==> src/rtl/seq_detect_ctrl.sv <==
// Frame controller for a bit-serial Mealy sequence detector: accepts a word,
// clears the detector, shifts the word MSB-first and reports match count/position.
//
// state  | meaning
// IDLE   | waiting for a frame, in_ready=1
// CLEAR  | one-cycle detector clear
// SHIFT  | WIDTH cycles, one frame bit per clock into the detector
// REPORT | result held on out_* until out_ready
module seq_detect_ctrl #(
    parameter int WIDTH = 8,
    parameter int CNTW  = 4
) (
    input  logic             clk,
    input  logic             reset,
    input  logic             in_valid,
    output logic             in_ready,
    input  logic [WIDTH-1:0] in_data,
    output logic             det_d_in,
    output logic             det_clr,
    input  logic             det_d_out,
    output logic             out_valid,
    input  logic             out_ready,
    output logic [CNTW-1:0]  out_count,
    output logic             out_hit,
    output logic [CNTW-1:0]  out_pos,
    output logic [15:0]      total_hits,
    output logic             busy
);

    typedef enum logic [1:0] {
        IDLE   = 2'd0,
        CLEAR  = 2'd1,
        SHIFT  = 2'd2,
        REPORT = 2'd3
    } state_t;

    localparam logic [CNTW-1:0] LAST_IDX = CNTW'(WIDTH - 1);
    localparam logic [CNTW-1:0] CNT_MAX  = {CNTW{1'b1}};

    state_t            state, state_nxt;
    logic [WIDTH-1:0]  shreg, shreg_nxt;
    logic [CNTW-1:0]   bit_idx, idx_nxt;
    logic [CNTW-1:0]   count, count_nxt;
    logic [CNTW-1:0]   pos, pos_nxt;
    logic              first_flag, first_nxt;
    logic [15:0]       hits, hits_nxt;
    logic              d_in_q, d_in_nxt;
    logic              clr_q, clr_nxt;

    always_ff @(posedge clk or negedge reset) begin
        if (!reset) begin
            state      <= IDLE;
            shreg      <= '0;
            bit_idx    <= '0;
            count      <= '0;
            pos        <= '0;
            first_flag <= 1'b0;
            hits       <= '0;
            d_in_q     <= 1'b0;
            clr_q      <= 1'b0;
        end else begin
            state      <= state_nxt;
            shreg      <= shreg_nxt;
            bit_idx    <= idx_nxt;
            count      <= count_nxt;
            pos        <= pos_nxt;
            first_flag <= first_nxt;
            hits       <= hits_nxt;
            d_in_q     <= d_in_nxt;
            clr_q      <= clr_nxt;
        end
    end

    always_comb begin
        state_nxt = state;
        shreg_nxt = shreg;
        idx_nxt   = bit_idx;
        count_nxt = count;
        pos_nxt   = pos;
        first_nxt = first_flag;
        hits_nxt  = hits;
        case (state)
            IDLE: begin
                if (in_valid) begin
                    shreg_nxt = in_data;
                    idx_nxt   = '0;
                    count_nxt = '0;
                    pos_nxt   = '0;
                    first_nxt = 1'b0;
                    state_nxt = CLEAR;
                end
            end
            CLEAR: state_nxt = SHIFT;
            SHIFT: begin
                // det_d_out is the Mealy output for the bit currently on det_d_in
                if (det_d_out) begin
                    if (count != CNT_MAX) count_nxt = count + CNTW'(1);
                    if (!first_flag) begin
                        pos_nxt   = bit_idx;
                        first_nxt = 1'b1;
                    end
                    if (hits != 16'hFFFF) hits_nxt = hits + 16'd1;
                end
                shreg_nxt = {shreg[WIDTH-2:0], 1'b0};
                idx_nxt   = bit_idx + CNTW'(1);
                if (bit_idx == LAST_IDX) state_nxt = REPORT;
            end
            REPORT: if (out_ready) state_nxt = IDLE;
            default: state_nxt = IDLE;
        endcase
    end

    // Serial bit and clear are precomputed so both leave the block straight from flops
    always_comb begin
        d_in_nxt = (state_nxt == SHIFT) ? shreg_nxt[WIDTH-1] : 1'b0;
        clr_nxt  = (state_nxt == CLEAR);
    end

    assign det_d_in   = d_in_q;
    assign det_clr    = clr_q;
    assign in_ready   = (state == IDLE);
    assign out_valid  = (state == REPORT);
    assign busy       = (state != IDLE);
    assign out_count  = count;
    assign out_hit    = (count != '0);
    assign out_pos    = pos;
    assign total_hits = hits;

endmodule

==> config.mk <==
export PLATFORM = sky130hd
export DESIGN_NAME = seq_detect_ctrl
export DESIGN_NICKNAME = d
export VERILOG_FILES = /design/src/rtl/seq_detect_ctrl.sv
export SDC_FILE = /design/constraint.sdc
export NUM_CORES = 1
export LEC_CHECK = 0
export BUFFER_PORTS_ARGS = -buffer_cell sky130_fd_sc_hd__buf_4
export CAP_MARGIN = 20
export CORE_UTILIZATION = 54
export DETAILED_ROUTE_END_ITERATION = 8
export PLACE_DENSITY_LB_ADDON = 0.05
export SLEW_MARGIN = 40
export SYNTH_ARGS = -nofsm -noshare
export SYNTH_HDL_FRONTEND = slang
export SYNTH_SLANG_ARGS = --single-unit
==> constraint.sdc <==
create_clock -name clk -period 2.08 [get_ports clk]
set_input_delay 0.208 -clock clk [delete_from_list [all_inputs] [get_ports clk]]
set_output_delay 0.208 -clock clk [all_outputs]
set_load 0.03 [all_outputs]
==> results by group <==
Place
  • HPWL Detailed: between 3 and 4 mm
  • Routability Congestion: 0.8278
  • Port Buffers: 42
  • Dpl cells: 293
  • Pre-CTS WS: 0.3695 ns

Synthesis
  • Unique masters post-synth: 45
  • Count leader, synth: dfrtp_1
  • Flop and latch count out of synthesis: 41
  • Synth top area share: between 40% and 50%
  • Post-synth EDFFs: 0
  • Syn Std Cell Area: between 0.002 and 0.0025 mm²
  • Synth warn: 0
  • Fraction of registers with async set/reset: 100.0%
  • Sequential cell area fraction in the yosys report: 48.32%
  • Synth top area cells: dfrtp_1 48%, xnor2_1 4.1%, nand2_1 3.7%
  • Syn nets: 225
  • Mapped Cells: 208
  • Mean post-synth cell area: 10.21 µm²
  • Cell taking the most area after synthesis: dfrtp_1
  • Synth cell count leaders: 41 x dfrtp_1, 21 x nand2_1, 15 x o21ai_0
  • Top FF cell, synth: dfrtp_1

Clock network
  • CTS tree: yes
  • TritonCTS Buffers: 5
  • Post-CTS Setup Bufs: 0
  • Clock-pin transition on the worst setup and hold timing paths: 0.08 ns
  • Worst-case clock buffer depth: 2
  • Clock root buffer: clkbuf_8
  • Number of H-tree levels: 2
  • TritonCTS Sinks: 41
  • Clock latency on the worst-skew pair: a little under 0.3 ns

Min path
  • Worst Hold Path EP: state[1]
  • Hold WC Path Type: in2reg
  • Hold Crit Start: out_ready
  • Hold path cells: 2

Drt
  • # DRC: 0
  • Vias: 1,710
  • Post-Route WL: 4.274 mm
  • DR iter-0 viols: 108
  • DRT antenna net count: 0
  • Drt pass-1 iters: 4
  • Avg WL per Cell: 14.15 µm
  • Via-per-instance ratio: 5.662

Power
  • Leak: 1.220 nW
  • Pwr/cell area: 1354 mW/mm²
  • Worst vdd ir: 0.9152 mV

STA
  • Tcrit/Tclk final: 82.56%
  • Period minus WS final: about 1.7 ns
  • Final setup vio count: 0
  • Slew margin rel.: 65.77%
  • Fmax: 0.5823 GHz
  • Slew Viols, Final: 0
  • RSZ-0062 raised after global routing: no
  • Clock skew: 0.003629 ns
  • Worst Tran Pin Value: 0.5135 ns
  • Final setup margin: 0.3628 ns
  • Setup Total Neg Slack: 0 ns
  • Final hold violations: 0

Die
  • Starting Density: between 50% and 60%
  • # IOs: 43
  • Area of the core: 0.003716 mm²
  • Horiz. Die Dim: between 60 and 70 µm
  • Chip height: 64.71 µm
  • Die ar.: 0.004187 mm²
  • Row count: 22

Worst setup path
  • CP required: 2.26 ns
  • Critical Path Sink Type: flip-flop
  • Setup CP Type: reg2reg
  • FF-to-FF Start: total_hits[0]
  • Reg2Reg Setup Slack: 0.36 ns
  • R2r worst-path depth: 5
  • Critical path fanouts, max: 9
  • CP Data Arrival Time: 1.89 ns
  • Worst flop-to-flop path endpoint: total_hits[1]
  • Startpoint types: flip-flop

Run status
  • Status: completed

Global route
  • Total track usage: 22.59%
  • GRT Residual Overflow: 0
  • Antenna violations before repair: 0
  • Largest net degree at the start of global routing: 42
  • Vias in the first global route: 1,637
  • First-pass GRT wire length: 7.272 mm

Layout
  • Layout area overhead: 21.69%
  • Final Instance Count excl. Fillers: 302
  • Register area: 0.001026 mm²
  • Fillers: about 300
  • Fin util: roughly 70%
  • Multi-input gate area in the final layout: 0.001002 mm²
  • ANT cells: 0
  • Layout cells sized above 1: 26.38%
  • Nets: 270

Flow run
  • Max Cap Violations: 0
[metal layers]
metal  track usage, %  share of wire [%]  vias up
li1                 -                  -      836
met1            27.60                 45      837
met2            40.10                 51       31
met3            4.225                3.1        6
met4            6.667                1.2        0
met5                0                  0        -
[cell type report]
cell class	count	area share, %
clock buffer	7	3.729
clock inverter	1	0.1937
inverter	7	1.211
multi-input combinational	150	38.79
sequential	41	39.71
tap	48	2.324
timing repair buffer	48	14.04
[what timing repair did]
action	4_1_cts	5_1_grt
endpoints found under the hold margin	41	0
hold buffers	1	0
gates resized for setup	0	0
[per-stage QoR]
stage | cell area (µm²) | total power [W] | hold WS, ns
after floorplan | 2123 | 0.002421 | -0.08759
after global placement | 2472 | 0.002877 | 0.2097
after detailed placement | 2472 | 0.002945 | 0.2251
after CTS | 2584 | 0.003531 | 0.09737
after global routing | 2584 | 0.003730 | 0.1014
final | 2584 | 0.003499 | 0.1071
[critical path, cell delays in order, from the launching register on]
cell and delay (ns):
dfrtp_1 0.44, ha_1 0.23, and4_1 0.26, nand4_4 0.17
and2_4 0.22, mux2_4 0.29
[cells in the final DEF (no fill, tap or decap), drive strengths merged, types with 3 or more instances in the layout]
cell and n:
and3 5, inv 6, nor2b 12, mux2 3, o21ai 16, a22oi 7, buf 47, nand3 14
a22o 3, nor2 4, dfrtp 41, xor2 3, nor3 8, and4 3, a21oi 13, nand2 22
nand4 6, clkbuf 7, ha 4, xnor2 10
[cells by family (layout without fill, tap and decap cells)]
| group | count (synthesis) | count (layout) | synth area share (%) |
|---|---|---|---|
| xor+xnor | 13 | 13 | 5.362 |
| flops | 41 | 41 | 48.32 |
| compound gates | 46 | 46 | 13.61 |
| simple gates | 83 | 83 | 23.63 |
| mux | 4 | 4 | 2.239 |
| fa+ha+maj | 4 | 4 | 2.357 |
| buf+inv | 17 | 63 | 4.478 |
[state kept, by name (all words and copies together) (netlist names)]
name	flops
first_flag	1
out_count	4
total_hits	16
det_d_in	1
bit_idx	4
out_pos	4
shreg	8
state	2
det_clr	1
[report_power, final]
part           leakage [nW]  switching, W  internal (W)
registers             0.534      0.000281       0.00104
clock network        0.0542      0.000271      0.000300
logic                 0.632      0.000925      0.000683
[how the worst max path moves through the flow]
stage	to	slack, ns	from	cells past startpoint
6_report	total_hits[1]	0.36	total_hits[0]	5
2_1_floorplan	total_hits[1]	0.29	total_hits[0]	5
3_3_place_gp	total_hits[1]	0.42	total_hits[0]	5
3_5_place_dp	out_pos[2]	0.37	state[1]	3
4_1_cts	out_pos[2]	0.35	state[1]	3
5_1_grt	out_pos[2]	0.24	state[1]	3
(Power assumes the default switching activity.)
